`config.mk`:
```
export PLATFORM = sky130hd
export DESIGN_NAME = map_scroller
export DESIGN_NICKNAME = d
export VERILOG_FILES = /design/src/rtl/map_scroller.sv
export SDC_FILE = /design/constraint.sdc
export NUM_CORES = 1
export LEC_CHECK = 0
export BUFFER_PORTS_ARGS = -buffer_cell sky130_fd_sc_hd__buf_2
export CAP_MARGIN = 15
export CORE_MARGIN = 3
export CORE_UTILIZATION = 50
export CTS_CLUSTER_DIAMETER = 80
export DETAILED_ROUTE_END_ITERATION = 16
export GPL_ROUTABILITY_DRIVEN = 0
export HOLD_SLACK_MARGIN = 0.15
export PLACE_DENSITY = 0.7
export SETUP_SLACK_MARGIN = 0.4
export SKIP_LAST_GASP = 1
export SLEW_MARGIN = 40
export SYNTH_ARGS = -nofsm -noshare
export SYNTH_HDL_FRONTEND = slang
export SYNTH_SLANG_ARGS = --single-unit
```
`constraint.sdc`:
```
create_clock -name Clk -period 6.55 [get_ports Clk]
set_input_delay 1.31 -clock Clk [delete_from_list [all_inputs] [get_ports Clk]]
set_output_delay 1.31 -clock Clk [all_outputs]
set_load 0.01 [all_outputs]
```
`src/rtl/map_scroller.sv`:
```
// Scrolling viewport into a tile-map ROM: manual key scroll, timed pan, pixel address gen.
// Build with MAP_SCROLL_Y_EN defined to enable vertical scroll and vertical pan.
module map_scroller #(
  parameter int MAP_W = 750,
  parameter int MAP_H = 240,
  parameter int WIN_X0 = 130,
  parameter int WIN_Y0 = 180,
  parameter int WIN_W = 510,
  parameter int WIN_H = 120,
  parameter int STEP = 1,
  parameter logic [3:0] ACTIVE_STATUS = 4'd3,
  parameter int ADDR_W = 20
) (
  input  logic              Clk,
  input  logic              Reset,
  input  logic              frame_clk,
  input  logic [3:0]        status,
  input  logic [7:0]        keycode,
  input  logic [9:0]        DrawX,
  input  logic [9:0]        DrawY,
  input  logic              pan_req,
  input  logic [9:0]        pan_x,
  input  logic [9:0]        pan_y,
  output logic              pan_busy,
  output logic              pan_done,
  output logic [9:0]        scroll_x,
  output logic [9:0]        scroll_y,
  output logic              is_map,
  output logic [ADDR_W-1:0] map_address
);

  localparam logic [1:0] S_INACTIVE = 2'd0;
  localparam logic [1:0] S_MANUAL   = 2'd1;
  localparam logic [1:0] S_PAN      = 2'd2;

  localparam logic [7:0] KEY_RIGHT = 8'h07;
  localparam logic [7:0] KEY_LEFT  = 8'h04;
  localparam logic [7:0] KEY_DOWN  = 8'h16;
  localparam logic [7:0] KEY_UP    = 8'h1A;

  localparam logic signed [10:0] X_MAX  = 11'(MAP_W - WIN_W);
  localparam logic signed [10:0] Y_MAX  = 11'(MAP_H - WIN_H);
  localparam logic signed [10:0] STEP_S = 11'(STEP);
  localparam logic [10:0]        STEP_U = 11'(STEP);

  localparam logic [10:0] X_LO = 11'(WIN_X0);
  localparam logic [10:0] X_HI = 11'(WIN_X0 + WIN_W);
  localparam logic [10:0] Y_LO = 11'(WIN_Y0);
  localparam logic [10:0] Y_HI = 11'(WIN_Y0 + WIN_H);

`ifdef MAP_SCROLL_Y_EN
  localparam bit Y_EN = 1'b1;
`else
  localparam bit Y_EN = 1'b0;
`endif

  logic       fc_meta;
  logic       fc_sync;
  logic       fc_prev;
  logic       tick;

  logic [1:0] state;
  logic [1:0] state_n;
  logic [9:0] sx_n;
  logic [9:0] sy_n;
  logic [9:0] tgt_x;
  logic [9:0] tgt_y;
  logic [9:0] tx_n;
  logic [9:0] ty_n;
  logic       done_n;
  logic       active;

  function automatic logic [9:0] clamp_axis(
    input logic signed [10:0] v,
    input logic signed [10:0] hi
  );
    logic [9:0] r;
    if (v < 11'sd0)
      r = 10'd0;
    else if (v > hi)
      r = hi[9:0];
    else
      r = v[9:0];
    return r;
  endfunction

  function automatic logic signed [10:0] nudge(
    input logic [9:0] cur,
    input logic       up,
    input logic       dn
  );
    logic signed [10:0] v;
    v = $signed({1'b0, cur});
    if (up)
      v = v + STEP_S;
    else if (dn)
      v = v - STEP_S;
    return v;
  endfunction

  // Move at most STEP toward the target without overshooting it.
  function automatic logic [9:0] approach(
    input logic [9:0] cur,
    input logic [9:0] tgt
  );
    logic [10:0] d;
    logic [10:0] m;
    logic [9:0]  r;
    d = '0;
    r = cur;
    if (cur < tgt) begin
      d = {1'b0, tgt} - {1'b0, cur};
      m = (d < STEP_U) ? d : STEP_U;
      r = cur + m[9:0];
    end else if (cur > tgt) begin
      d = {1'b0, cur} - {1'b0, tgt};
      m = (d < STEP_U) ? d : STEP_U;
      r = cur - m[9:0];
    end
    return r;
  endfunction

  // frame_clk is unrelated to Clk: synchronise, then edge-detect.
  always_ff @(posedge Clk or posedge Reset) begin
    if (Reset) begin
      fc_meta <= 1'b0;
      fc_sync <= 1'b0;
      fc_prev <= 1'b0;
      tick    <= 1'b0;
    end else begin
      fc_meta <= frame_clk;
      fc_sync <= fc_meta;
      fc_prev <= fc_sync;
      tick    <= fc_sync & ~fc_prev;
    end
  end

  assign active   = (status == ACTIVE_STATUS);
  assign pan_busy = (state == S_PAN);

  always_comb begin
    state_n = state;
    sx_n    = scroll_x;
    sy_n    = scroll_y;
    tx_n    = tgt_x;
    ty_n    = tgt_y;
    done_n  = 1'b0;
    if (!active) begin
      state_n = S_INACTIVE;
      sx_n    = '0;
      sy_n    = '0;
    end else begin
      case (state)
        S_INACTIVE: begin
          state_n = S_MANUAL;
          sx_n    = '0;
          sy_n    = '0;
        end
        S_MANUAL: begin
          if (pan_req) begin
            tx_n    = clamp_axis($signed({1'b0, pan_x}), X_MAX);
            ty_n    = Y_EN ? clamp_axis($signed({1'b0, pan_y}), Y_MAX)
                           : 10'd0;
            state_n = S_PAN;
          end else if (tick) begin
            sx_n = clamp_axis(nudge(scroll_x, keycode == KEY_RIGHT,
                                    keycode == KEY_LEFT), X_MAX);
            if (Y_EN)
              sy_n = clamp_axis(nudge(scroll_y, keycode == KEY_DOWN,
                                      keycode == KEY_UP), Y_MAX);
          end
        end
        S_PAN: begin
          if (tick) begin
            sx_n = approach(scroll_x, tgt_x);
            if (Y_EN)
              sy_n = approach(scroll_y, tgt_y);
            if (sx_n == tgt_x && (!Y_EN || sy_n == tgt_y)) begin
              done_n  = 1'b1;
              state_n = S_MANUAL;
            end
          end
        end
        default: state_n = S_INACTIVE;
      endcase
    end
  end

  always_ff @(posedge Clk or posedge Reset) begin
    if (Reset) begin
      state    <= S_INACTIVE;
      scroll_x <= '0;
      scroll_y <= '0;
      tgt_x    <= '0;
      tgt_y    <= '0;
      pan_done <= 1'b0;
    end else begin
      state    <= state_n;
      scroll_x <= sx_n;
      scroll_y <= sy_n;
      tgt_x    <= tx_n;
      tgt_y    <= ty_n;
      pan_done <= done_n;
    end
  end

  logic              in_x;
  logic              in_y;
  logic              hit;
  logic [9:0]        rel_x;
  logic [9:0]        rel_y;
  logic [ADDR_W-1:0] addr_n;

  assign in_x  = ({1'b0, DrawX} >= X_LO) && ({1'b0, DrawX} < X_HI);
  assign in_y  = ({1'b0, DrawY} >= Y_LO) && ({1'b0, DrawY} < Y_HI);
  assign hit   = active && in_x && in_y;
  assign rel_x = DrawX - X_LO[9:0];
  assign rel_y = DrawY - Y_LO[9:0];

  assign addr_n = ADDR_W'({1'b0, rel_y} + {1'b0, scroll_y}) * ADDR_W'(MAP_W)
                + ADDR_W'({1'b0, rel_x} + {1'b0, scroll_x});

  always_ff @(posedge Clk or posedge Reset) begin
    if (Reset) begin
      is_map      <= 1'b0;
      map_address <= '0;
    end else begin
      is_map      <= hit;
      map_address <= hit ? addr_n : '0;
    end
  end

endmodule

```
Word-level counts from Yosys, hierarchy flattened
Index checks and enable logic that the tools add are counted.
- flip-flop bits (word level): 58
- input bits: 56
- output and inout port bits: 43
- $add $sub $neg: 11
- multipliers: 1
- magnitude comparators: 11
- equality and inequality tests: 13
- muxes and demuxes: 33
- bitwise operators: 2
- reductions and logical operators: 8
- operators with widths (operator ; count):
    $mux 10 ; 16
    $mux 11 ; 6
    $lt 11x1->1 const B ; 3
    $pmux 10 s3 ; 1
    $add 10x10->11 ; 2
    $sub 10x10->11 ; 2
    $add 20x11->20 ; 1
    $ge 10x8->1 const B ; 2
    $mux 20 ; 1
    $sub 10x8->10 const B ; 2
    $mul 11x9->19 const B ; 1
    $eq 8x3->1 const B ; 2
    $ne 3x3->1 const B ; 4
    $add 10x1->11 const B ; 1
    $gt 11x9->1 const B ; 1
    $sub 10x1->11 const B ; 1
    $add 10x10->10 ; 1
    $eq 10x10->1 ; 1
    $gt 10x10->1 ; 1
    $gt 10x8->1 const B ; 1
    $lt 10x10->1 ; 1
    $lt 10x10->1 const B ; 1
    $lt 10x9->1 const B ; 1
    $sub 10x10->10 ; 1
    15 further kinds ; 25

Longest topological paths before layout
Gate-level depths: netlist of run 1.
- word-level depth: 14
- gate-level depth with buffers: 27

Worst setup path after synthesis of run 1
No wires, ideal clock.
- path kind: in2reg
- from: in DrawY[2]
- to: reg map_address[19]
- setup time: 0.160 ns
- data arrival time: 6.906 ns
- data required time: 6.390 ns
- path slack: -0.516 ns
- stages: 26
- cell sequence: inv_1 > ha_1 > nor2_1 > o21ai_0 > xor2_1 > inv_1 > fa_1 > inv_1 > fa_1 > fa_1 > inv_1 > fa_1 > inv_1 > ha_1 > inv_1 > a21oi_1 > nand2b_1 > fa_1 > inv_1 > ha_1 > nand2_1 > o21ai_0 > nand2_1 > nor3_1 > and4_1 > nor3_1
- longest elaborated chain between the ends: 5
- elaborated cells on any way between the ends: 9
- ends and longest elaborated chain (what ; line ; RTL):
    start, declared ; 20 ; input logic [9:0] DrawY,
    $sub 10x8->10 ; 218 ; assign rel_y = DrawY - Y_LO[9:0];
    $add 10x10->11 ; 220 ; assign addr_n = ADDR_W'({1'b0, rel_y} + {1'b0, scroll_y}) * ADDR_W'(MAP_W)
    $mul 11x9->19 ; 220 ;
    $add 20x11->20 ; 221 ; + ADDR_W'({1'b0, rel_x} + {1'b0, scroll_x});
    $mux 20 (*) ; 229 ; map_address <= hit ? addr_n : '0;
    end signal, assigned ; 229 ;
    end, declared ; 29 ; output logic [ADDR_W-1:0] map_address
Every way passes the cells marked *; elsewhere a longest branch is shown, timed or not.
A chain may end at the register's enable or synchronous reset.

Final worst setup path of run 1
- from: in DrawY[2]
- to: reg map_address[16]
Same word-level chain as after synthesis.

==> summary.md, run 1 <==
| Metric | Value |
|---|---|
| Run status | `finished, final reports clean` |
| Leakage | `between 5 and 6 nW` |
| Final worst path period need | `6460 ps` |
| Top cell type's share of synthesized area | `16.6%` |
| Routed vias/inst | `~5.8` |
| Total grt overflow | `0` |
| Setup TNS Final | `0 ps` |
| Vias | `about 8100` |
| Fin. Hold Viols | `0` |
| Post-Syn Area | `approximately 8400 um^2` |
| Mean Syn Cell Area | `8.17 um^2` |
| Cell area power density | `518 nW/um^2` |
| RSZ-0062 raised after global routing | `true` |
| Hold Path Class | `reg2reg` |
| WS Path Type | `in2reg` |
| I/O pins | `between 90 and 100` |
| Num CTS Buffers | `5` |
| Die Span X | `135 um` |
| FF+latch area | `between 1000 and 1500 um^2` |
| Post-DR wirelength/cell | `between 15 and 20 um` |
| Power, Total | `5.25 mW` |
| DP Area | `9540 um^2` |
| Cell Rows | `46` |
| Crit path largest cell delay | `around 540 ps` |
| CP required | `a little under 7000 ps` |
| GRT Total Usage | `26.3%` |
| Core region area | `16100 um^2` |
| Worst setup EP type | `flop` |
| Area of the multi-input gates | `roughly 7000 um^2` |
| First-pass GRT wire length | `slightly below 40 mm` |
| Initial Util | `51.8%` |
| Port Buffers | `78` |
| Clk slew on worst S/H paths | `roughly 70 ps` |
| Synth area leader | `ha_1` |
| Crit-path slowest cell | `fa_1` |
| Vias in the first global route | `between 7000 and 8000` |
| Fin worst setup slack | `90.9 ps` |
| Crit-path leading delay family | `adder cells` |
| Actual slew at the worst max-slew pin | `832 ps` |
| Dominant synthesized flop cell | `dfrtp_1` |
| H-tree depth | `2` |
| Final period util | `a little over nine tenths` |
| VDD IR max | `just over 0.8 mV` |
| Layout fillers | `1401` |
| Worst Path Max Fanout | `3` |
| Die Y | `~140 um` |
| Worst slack, placed | `-309 ps` |
| Most frequent CP cell | `fa_1` |
| Buf/Inv on CP | `9` |
| Synth warn | `0` |
| Worst skew pair latency | `about 300 ps` |
| Fmax | `around 150 MHz` |
| DRT Pass-1 Iters | `5` |
| Initial drt markers | `696` |
| Share of cells above drive strength 1 | `about a fifth` |
| Die area | `approximately 18000 um^2` |
| Top cells by area, synth | `ha_1, dfrtp_1, fa_1` |
| Clock skew | `between 10 and 15 ps` |
| Final setup fails | `0` |
| DRC | `0` |
| Distinct cell type count after synthesis | `between 70 and 80` |
| Post-synth EDFFs | `0` |
| Max Slew Vio Count | `0` |
| Most instantiated cells after synthesis | `inv_1, ha_1, nor2_1` |
| Area growth, synth to finish | `21.3%` |
| Hold bufs inserted after CTS | `0` |
| Design area | `between 10000 and 15000 um^2` |
| Synthesized flop and latch total | `48` |
| Fin util | `62.9%` |
| Post-synth ARST share | `100%` |
| Clock Tree Buf Depth | `2` |
| CP arrival | `between 6000 and 7000 ps` |
| Clock sink count | `48` |
| Post-DP HPWL | `approximately 19 mm` |
| Largest net degree at the start of global routing | `slightly below 50` |
| Sequential area share after synthesis | `about 14%` |
| Maximum capacitance violations | `0` |
| Initial antenna violation count | `0` |
| CTS tree | `built` |
| Post-synthesis cell count | `just over 1000` |
| Clock root buffer master | `clkbuf_16` |
| Critical path startpoint category | `primary input` |
| Worst slew margin | `between 40% and 50%` |
| Most frequent cell after synthesis | `inv_1` |
| Antenna cells | `0` |
| Nets | `approximately 1400` |
| DRT antenna net count | `0` |
| Total wire length | `roughly 24 mm` |
==> registers in the layout (all words and copies together) (netlist names) <==
register / flops
tgt_x: 10
fc_meta: 1
is_map: 1
fc_sync: 1
tick: 1
state: 2
pan_done: 1
scroll_x: 10
map_address: 20
fc_prev: 1
==> cells by family (layout without fill, tap and decap cells) <==
kind of cell	after synthesis	in the layout	share of synthesized area, %
and+or+nand+nor	304	304	19.0
AOI/OAI and AO/OA	248	248	20.7
buffers and inverters	182	303	8.81
adders and majority gates	162	162	28.8
xor gates and xnor gates	65	65	6.82
DFF	48	48	14.4
muxes	12	12	1.44
other	2	30	0.0899
==> what timing repair did <==
action,4_1_cts,5_1_grt
resized for setup,26,32
endpoints found under the setup margin,10,12
pin swaps,31,28
setup buffers,7,6
==> routing by layer <==
| layer | vias to the layer above | wire (um) | part of all wire, % | track usage (%) |
|---|---|---|---|---|
| li1 | 3874 | - | - | - |
| met1 | 3838 | 10600 | 45 | 37.3 |
| met2 | 316 | 10400 | 44 | 40.5 |
| met3 | 53 | 2020 | 8.6 | 5.65 |
| met4 | 0 | 660 | 2.8 | 7.84 |
| met5 | - | 0 | 0 | 0 |
==> worst register-to-register path: cells and delay by family, from the launching register on <==
| family | cells | cell delay (ps) |
|---|---|---|
| AND/OR/NAND/NOR | 10 | 1750 |
| adder cells (fa/ha/maj) | 3 | 1070 |
| AO/OA/AOI/OAI | 7 | 2010 |
| buffers and inverters | 1 | 160 |
| multiplexers | 1 | 210 |
| flip-flops | 1 | 500 |
==> layout by cell type, fill, tap and decap left out, drive strengths merged, types with 14 or more instances in the layout <==
| master | instances |
|---|---|
| a21oi | 63 |
| a21o | 22 |
| o21ai | 45 |
| ha | 111 |
| xor2 | 20 |
| nand2 | 65 |
| buf | 149 |
| conb | 30 |
| dfrtp | 48 |
| and3 | 14 |
| xnor2 | 45 |
| nand4 | 15 |
| nand3 | 26 |
| nor3 | 28 |
| fa | 51 |
| inv | 144 |
| nor2 | 71 |
==> final cells by class <==
class                   count  area share (%)
clock buffers               5            1.23
inverters                 146            5.53
multi-input cells         821            68.7
clock inverters             3           0.679
flip-flops and latches     48            11.9
repair buffers            149            9.38
well taps                 216            2.67
==> through the flow <==
stage / cells / hold slack, ps
after detailed placement: 1367 / 339
after CTS: 1382 / 355
after global routing: 1388 / 371
after floorplan: 1051 / 331
after global placement: 1367 / 339
final: 1388 / 353
==> report_power, final <==
part | internal (mW) | switching (mW)
sequential | 0.303 | 0.00799
combinational | 2.33 | 2.27
clock | 0.221 | 0.128
==> final timing paths <==
check	start	slack, ps	cells past startpoint	endpoint
max in group asynchronous	Reset	5030	2	map_address[0]
min in group asynchronous	Reset	1090	2	scroll_x[3]
hold reg to reg	fc_meta	350	0	fc_sync
setup reg to reg	tgt_x[0]	730	22	state[0]
setup / recovery	DrawY[2]	90	28	map_address[16]
hold / removal	fc_meta	350	0	fc_sync
No activity file was read; power rests on OpenSTA's default activity.
==> run 2, diff against run 1 <==
--- a/config.mk
+++ b/config.mk
@@ -8,12 +8,12 @@
 export BUFFER_PORTS_ARGS = -buffer_cell sky130_fd_sc_hd__buf_2
 export CAP_MARGIN = 15
 export CORE_MARGIN = 3
-export CORE_UTILIZATION = 50
+export CORE_UTILIZATION = 55
 export CTS_CLUSTER_DIAMETER = 80
 export DETAILED_ROUTE_END_ITERATION = 16
 export GPL_ROUTABILITY_DRIVEN = 0
 export HOLD_SLACK_MARGIN = 0.15
-export PLACE_DENSITY = 0.7
+export PLACE_DENSITY = 0.76
 export SETUP_SLACK_MARGIN = 0.4
 export SKIP_LAST_GASP = 1
 export SLEW_MARGIN = 40
==> run 2 against run 1 <==
Compared with the run above:
- utilization grew 6.8 points
- clock power is 2% higher
- sequential share of layout area decreased by 0.11 points
- maximum frequency shrank 1.1%
- register-to-register slack worse by 70 ps
- sequential power hardly changed
- clock skew fell by 4.1 ps
- global-route usage rose by 2.8 points
- critical endpoint unchanged
==> summary.md, run 2 (synthesized netlist as in run 1, its figures left out) <==
| Metric | Value |
|---|---|
| Run status | `finished, final reports clean (unchanged)` |
| DRT Pass-1 Iters | `5 (unchanged)` |
| Share of cells above drive strength 1 | `21.6% (was 20.2%)` |
| Largest net degree at the start of global routing | `49 (unchanged)` |
| DP Area | `9540 um^2 (about the same)` |
| CP arrival | `6730 ps (was 6640 ps)` |
| Hold Path Class | `reg2reg (unchanged)` |
| Die Y | `129 um (was 135 um)` |
| Layout fillers | `1172 (was 1401)` |
| CTS tree | `built (unchanged)` |
| Total grt overflow | `0 (unchanged)` |
| Post-DR wirelength/cell | `17.8 um (was 17.0 um)` |
| Most frequent cells in the layout | `inv_1, ha_1, buf_4 (was inv_1, ha_1, buf_2)` |
| Worst setup EP type | `flop (unchanged)` |
| Antenna cells | `0 (unchanged)` |
| First-pass GRT wire length | `38.9 mm (was 38.6 mm)` |
| Design area | `10200 um^2 (was 10100 um^2)` |
| Setup TNS Final | `0 ps (unchanged)` |
| Switching pwr | `2.48 mW (was 2.40 mW)` |
| Worst Path Max Fanout | `4 (was 3)` |
| Hold bufs inserted after CTS | `0 (unchanged)` |
| Top flop regs | `map_address: 20 flops, scroll_x: 10 flops, tgt_x: 10 flops (unchanged)` |
| Fin worst setup slack | `18.3 ps (was 90.9 ps)` |
| GRT Total Usage | `29.1% (was 26.3%)` |
| Power, Total | `5.35 mW (was 5.25 mW)` |
| Final worst path period need | `6530 ps (was 6460 ps)` |
| Final setup fails | `0 (unchanged)` |
| Clock root buffer master | `clkbuf_16 (unchanged)` |
| DRC | `0 (unchanged)` |
| Clock Tree Buf Depth | `2 (unchanged)` |
| Die Span X | `129 um (was 135 um)` |
| Clock power frac | `6.7% (was 6.6%)` |
| Vias in the first global route | `7793 (was 7713)` |
| Initial antenna violation count | `0 (unchanged)` |
| Clk slew on worst S/H paths | `80 ps (was 70 ps)` |
| Max Slew Vio Count | `0 (unchanged)` |
| Flop pwr share | `5.8% (was 5.9%)` |
| Port Buffers | `78 (unchanged)` |
| Crit-path slowest cell | `fa_1 (unchanged)` |
| Cell Rows | `44 (was 46)` |
| WS Path Type | `in2reg (unchanged)` |
| RSZ-0062 raised after global routing | `true (unchanged)` |
| Critical path startpoint category | `primary input (unchanged)` |
| Clock skew | `7.05 ps (was 11.1 ps)` |
| Fin util | `69.7% (was 62.9%)` |
| Actual slew at the worst max-slew pin | `919 ps (was 832 ps)` |
| Die area | `16700 um^2 (was 18300 um^2)` |
| H-tree depth | `2 (unchanged)` |
| Num CTS Buffers | `5 (unchanged)` |
| Worst slew margin | `38.1% (was 44.0%)` |
| Clock sink count | `48 (unchanged)` |
| Initial Util | `56.8% (was 51.8%)` |
| Post-DP HPWL | `18.8 mm (was 18.7 mm)` |
| VDD IR max | `0.627 mV (was 0.832 mV)` |
| Nets | `1404 (was 1389)` |
| I/O pins | `99 (unchanged)` |
| Comb pwr share | `87.5% (about the same)` |
| Fin. Hold Viols | `0 (unchanged)` |
| Maximum capacitance violations | `0 (unchanged)` |
| Fmax | `153 MHz (was 155 MHz)` |
| Worst skew pair latency | `310 ps (was 300 ps)` |
| Final period util | `99.7% (was 98.6%)` |
| Max FFs per register | `20 (unchanged)` |
| Core region area | `14700 um^2 (was 16100 um^2)` |
| Routed vias/inst | `5.96 (was 5.82)` |
| Most common cell after layout, fill and taps aside | `inv_1 (unchanged)` |
| Crit path largest cell delay | `560 ps (was 540 ps)` |
| R2r setup slk | `660 ps (was 730 ps)` |
| Total wire length | `24.4 mm (was 23.6 mm)` |
| Placed cells | `1340 (was 1367)` |
| Area growth, synth to finish | `22.7% (was 21.3%)` |
| Vias | `8168 (was 8081)` |
| Leakage | `5.05 nW (was 5.00 nW)` |
| Initial drt markers | `585 (was 696)` |
| Most frequent CP cell | `fa_1 (unchanged)` |
| Cell area power density | `522 nW/um^2 (was 518 nW/um^2)` |
| Hold slack | `370 ps (was 353 ps)` |
| Worst slack, placed | `-287 ps (was -309 ps)` |
| Sw frac | `46.4% (was 45.7%)` |
| Cell Int Power | `2.87 mW (was 2.85 mW)` |
| Fin cells | `1371 (was 1388)` |
| DRT antenna net count | `0 (unchanged)` |
| CP required | `6750 ps (was 6730 ps)` |
| Reg with most FFs | `map_address (unchanged)` |
==> run 2: cell type report <==
type,count,area [um^2],area share (%)
inverters,146,558,5.44
multi-input cells,821,6980,68.1
repair buffers,164,1080,10.5
clock buffers,5,125,1.22
clock inverters,3,68.8,0.671
flip-flops and latches,48,1200,11.7
well taps,184,230,2.25
==> run 2: routing by layer <==
layer / global-route usage (%) / vias up / routed length (um)
met2: 47.9 / 332 / 11400
met4: 9.82 / 0 / 775
li1: - / 3894 / -
met5: 0 / - / 0
met3: 3.96 / 53 / 1730
met1: 39.6 / 3889 / 10500
==> run 2: final timing paths <==
kind                           from              end  cells past startpoint
max                        DrawY[3]  map_address[16]                     29
min                         fc_meta          fc_sync                      0
max reg2reg                tgt_x[0]         state[0]                     22
min reg2reg                 fc_meta          fc_sync                      0
max in group asynchronous     Reset         tgt_x[0]                      3
min in group asynchronous     Reset          fc_meta                      3
==> run 2: what timing repair did <==
item	CTS	global route
cloned	0	0
setup endpoints to repair	10	12
resized for setup	33	29
setup buffers	9	14
pin swaps	20	51
==> run 2: power by group through the flow <==
stage	Sequential (mW)	Combinational (mW)	Clock, mW
6_report	0.310	4.68	0.357
5_1_grt	0.310	5.14	0.369
4_1_cts	0.309	4.07	0.361
3_5_place_dp	0.315	3.62	0
3_3_place_gp	0.315	3.52	0
2_1_floorplan	0.314	2.49	0
==> run 2: worst max-delay path: cells and delay by family <==
family	cells	cell delay (ps)
XOR/XNOR	2	250
adder cells (fa/ha/maj)	8	3140
buffers and inverters	10	790
AO/OA/AOI/OAI	4	560
AND/OR/NAND/NOR	5	700
==> run 3, diff against run 2 <==
--- a/config.mk
+++ b/config.mk
@@ -5,6 +5,7 @@
 export SDC_FILE = /design/constraint.sdc
 export NUM_CORES = 1
 export LEC_CHECK = 0
+export ABC_AREA = 1
 export BUFFER_PORTS_ARGS = -buffer_cell sky130_fd_sc_hd__buf_2
 export CAP_MARGIN = 15
 export CORE_MARGIN = 3
==> run 3 against run 2 <==
Compared with the run above:
- register-to-register slack improved by 770 ps
- combinational power decreased by 19%
- the flow now finishes with violations (negative setup slack)
- final cell count increased by 7.3%
- sequential share of layout area increased by 0.88 points
- maximum frequency decreased by 0.34%
- largest power group unchanged
- synthesized cell count increased by 9.9%
- first-iteration DRC count increased by 1.2%
- sequential power about the same
==> summary.md, run 3 <==
| Metric | Value |
|---|---|
| Distinct cell type count after synthesis | `48 (was 78)` |
| Initial drt markers | `592 (was 585)` |
| Sequential area share after synthesis | `15.3% (was 14.4%)` |
| Reg2reg end | `state[1] (was state[0])` |
| Die Span X | `126 um (was 129 um)` |
| Dominant synthesized flop cell | `dfrtp_1 (unchanged)` |
| Clock Tree Buf Depth | `2 (unchanged)` |
| Switching pwr | `2.06 mW (was 2.48 mW)` |
| Maximum capacitance violations | `0 (unchanged)` |
| Fin util | `68.3% (was 69.7%)` |
| Worst Path Max Fanout | `4 (unchanged)` |
| Post-synthesis cell count | `1124 (was 1023)` |
| Port Buffers | `78 (unchanged)` |
| Die Y | `126 um (was 129 um)` |
| Fmax | `153 MHz (about the same)` |
| Reg with most FFs | `map_address (unchanged)` |
| Actual slew at the worst max-slew pin | `772 ps (was 919 ps)` |
| Synth warn | `0 (unchanged)` |
| Crit-path leading delay family | `adder cells (unchanged)` |
| Cell area power density | `463 nW/um^2 (was 522 nW/um^2)` |
| Power, Total | `4.41 mW (was 5.35 mW)` |
| Clock power frac | `6.9% (was 6.7%)` |
| Crit path largest cell delay | `510 ps (was 560 ps)` |
| Buf/Inv on CP | `7 (was 10)` |
| CTS tree | `built (unchanged)` |
| Core region area | `13900 um^2 (was 14700 um^2)` |
| Worst slack, placed | `-555 ps (was -287 ps)` |
| CP arrival | `6780 ps (was 6730 ps)` |
| Most instantiated cells after synthesis | `inv_1, nand2_1, ha_1 (was inv_1, ha_1, nor2_1)` |
| FF+latch area | `1200 um^2 (about the same)` |
| RSZ-0062 raised after global routing | `true (unchanged)` |
| Share of cells above drive strength 1 | `18.2% (was 21.6%)` |
| Worst Reg-to-Reg Cells | `28 (was 22)` |
| Routed vias/inst | `5.27 (was 5.96)` |
| CP required | `6780 ps (was 6750 ps)` |
| Cell Rows | `43 (was 44)` |
| Crit-path slowest cell | `fa_1 (unchanged)` |
| Vias in the first global route | `7800 (was 7793)` |
| Top flop regs | `map_address: 20 flops, scroll_x: 10 flops, tgt_x: 10 flops (unchanged)` |
| Area growth, synth to finish | `20.9% (was 22.7%)` |
| Total wire length | `20.9 mm (was 24.4 mm)` |
| I/O pins | `99 (unchanged)` |
| Clock root buffer master | `clkbuf_16 (unchanged)` |
| Synth area leader | `ha_1 (unchanged)` |
| Run status | `finished, violations left (was finished, final reports clean)` |
| Antenna cells | `0 (unchanged)` |
| Mean Syn Cell Area | `7.00 um^2 (was 8.17 um^2)` |
| Area of the multi-input gates | `6010 um^2 (was 6980 um^2)` |
| Post-synth EDFFs | `0 (unchanged)` |
| VDD IR max | `0.390 mV (was 0.627 mV)` |
| R2r setup slk | `1430 ps (was 660 ps)` |
| Synthesized flop and latch total | `48 (unchanged)` |
| First-pass GRT wire length | `34.7 mm (was 38.9 mm)` |
| Worst slew margin | `48.1% (was 38.1%)` |
| Post-Syn Area | `7870 um^2 (was 8350 um^2)` |
| Critical path startpoint category | `primary input (unchanged)` |
| Initial antenna violation count | `0 (unchanged)` |
| Stages on worst setup path | `32 (was 29)` |
| DRC | `0 (unchanged)` |
| Die area | `15800 um^2 (was 16700 um^2)` |
| Fin worst setup slack | `-3.97 ps (was 18.3 ps)` |
| Most common cell after layout, fill and taps aside | `nand2_1 (was inv_1)` |
| Post-synth ARST share | `100% (unchanged)` |
| Final worst path period need | `6550 ps (was 6530 ps)` |
| WS Path Type | `in2reg (unchanged)` |
| Post-DP HPWL | `17.2 mm (was 18.8 mm)` |
| Hold Path Class | `reg2reg (unchanged)` |
| Clk slew on worst S/H paths | `70 ps (was 80 ps)` |
| Vias | `7758 (was 8168)` |
| Failing checks | `negative setup slack` |
| Cell Int Power | `2.34 mW (was 2.87 mW)` |
| Top cell type's share of synthesized area | `17.6% (was 16.6%)` |
| Setup TNS Final | `-3.97 ps (was 0 ps)` |
| Comb pwr share | `86.0% (was 87.5%)` |
| Most frequent cell after synthesis | `inv_1 (unchanged)` |
| Max FFs per register | `20 (unchanged)` |
| Fin. Hold Viols | `0 (unchanged)` |
| Nets | `1508 (was 1404)` |
| CP Capture Point | `map_address[19] (was map_address[16])` |
| Total grt overflow | `0 (unchanged)` |
| DRT Pass-1 Iters | `9 (was 5)` |
| Most frequent cells in the layout | `nand2_1, inv_1, ha_1 (was inv_1, ha_1, buf_4)` |
| Worst setup EP type | `flop (unchanged)` |
| Top cells by area, synth | `ha_1, dfrtp_1, fa_1 (unchanged)` |
| Post-DR wirelength/cell | `14.2 um (was 17.8 um)` |
| Worst Setup SP | `DrawY[2] (was DrawY[3])` |
| Flop pwr share | `7.0% (was 5.8%)` |
| DRT antenna net count | `0 (unchanged)` |
| Sw frac | `46.8% (was 46.4%)` |
| H-tree depth | `2 (unchanged)` |
| Layout fillers | `1198 (was 1172)` |
| Max Slew Vio Count | `0 (unchanged)` |
| Largest net degree at the start of global routing | `49 (unchanged)` |
| Initial Util | `56.5% (was 56.8%)` |
| Final period util | `100% (was 99.7%)` |
| Clock sink count | `48 (unchanged)` |
| Worst skew pair latency | `300 ps (was 310 ps)` |
| Clock skew | `5.06 ps (was 7.05 ps)` |
| GRT Total Usage | `26.4% (was 29.1%)` |
| R2r startpoint | `scroll_x[5] (was tgt_x[0])` |
| Leakage | `5.45 nW (was 5.05 nW)` |
| Num CTS Buffers | `5 (unchanged)` |
| Final setup fails | `1 (was 0)` |
## run 3: changes by cell type after synthesis, moves of 17 or more
cell      before  now
clkbuf_1      21    4
nand3_1       26   80
inv_1        145  254
nand2_1       65  253
xnor2_1       45    9
a21o_1        22    1
## run 3: per-layer routing
| metal | global-route usage, % | part of all wire [%] |
|---|---|---|
| met5 | 0 | 0 |
| met4 | 9.82 | 3.6 |
| met3 | 2.12 | 4.8 |
| met2 | 49.5 | 51 |
| met1 | 31.3 | 40 |
## run 3: worst reg2reg max path, delay by kind of cell, from the launching register on
family | cells | cell delay, ps
XOR/XNOR | 2 | 320
adder cells (fa/ha/maj) | 2 | 940
AND/OR/NAND/NOR | 21 | 2200
buffers and inverters | 2 | 350
flip-flops | 1 | 710
AO/OA/AOI/OAI | 1 | 460
## run 3: layout make-up
class | instances | share of cell area [%]
clock buffers | 5 | 1.31
clock inverters | 3 | 0.486
inverters | 257 | 10.3
multi-input cells | 830 | 63.2
flip-flops and latches | 48 | 12.6
well taps | 180 | 2.37
repair buffers | 148 | 9.77
## run 3: kinds of logic after synthesis
logic type / synth area share [%]
buffers and inverters: 13.8
and+or+nand+nor: 25.0
AOI/OAI and AO/OA: 10.2
other: 0.0954
adders and majority gates: 30.6
xor gates and xnor gates: 5.01
DFF: 15.3
## run 3: how the worst min path moves through the flow
stage	start	depth (start not counted)	slack, ps	to
6_report	fc_meta	0	360	fc_sync
3_3_place_gp	fc_meta	0	340	fc_sync
5_1_grt	fc_meta	0	370	fc_sync
4_1_cts	fc_meta	0	370	fc_sync
3_5_place_dp	fc_meta	0	350	fc_sync
2_1_floorplan	fc_meta	0	330	fc_sync
## run 3: power by group through the flow
stage | Clock (mW) | Combinational (mW) | Sequential (mW)
6_report | 0.306 | 3.79 | 0.310
5_1_grt | 0.319 | 4.26 | 0.311
4_1_cts | 0.307 | 3.31 | 0.310
3_5_place_dp | 0 | 3.06 | 0.315
3_3_place_gp | 0 | 2.96 | 0.316
2_1_floorplan | 0 | 2.04 | 0.316
## run 3: repair_timing
item                                    in CTS  in global routing
gates resized for setup                     15                 36
pin swaps                                   16                 19
buffers inserted                            10                  4
hold buffers                                 0                  0
endpoints found under the hold margin        0                  0
endpoints found under the setup margin       9                 10
## run 3: stage by stage
stage	instance area [um^2]	hold slack, ps	std cells
global route	9520	370	1471
finish	9520	361	1471
detailed placement	9030	350	1449
global placement	9030	335	1449
CTS	9360	366	1467
floorplan	8120	331	1152
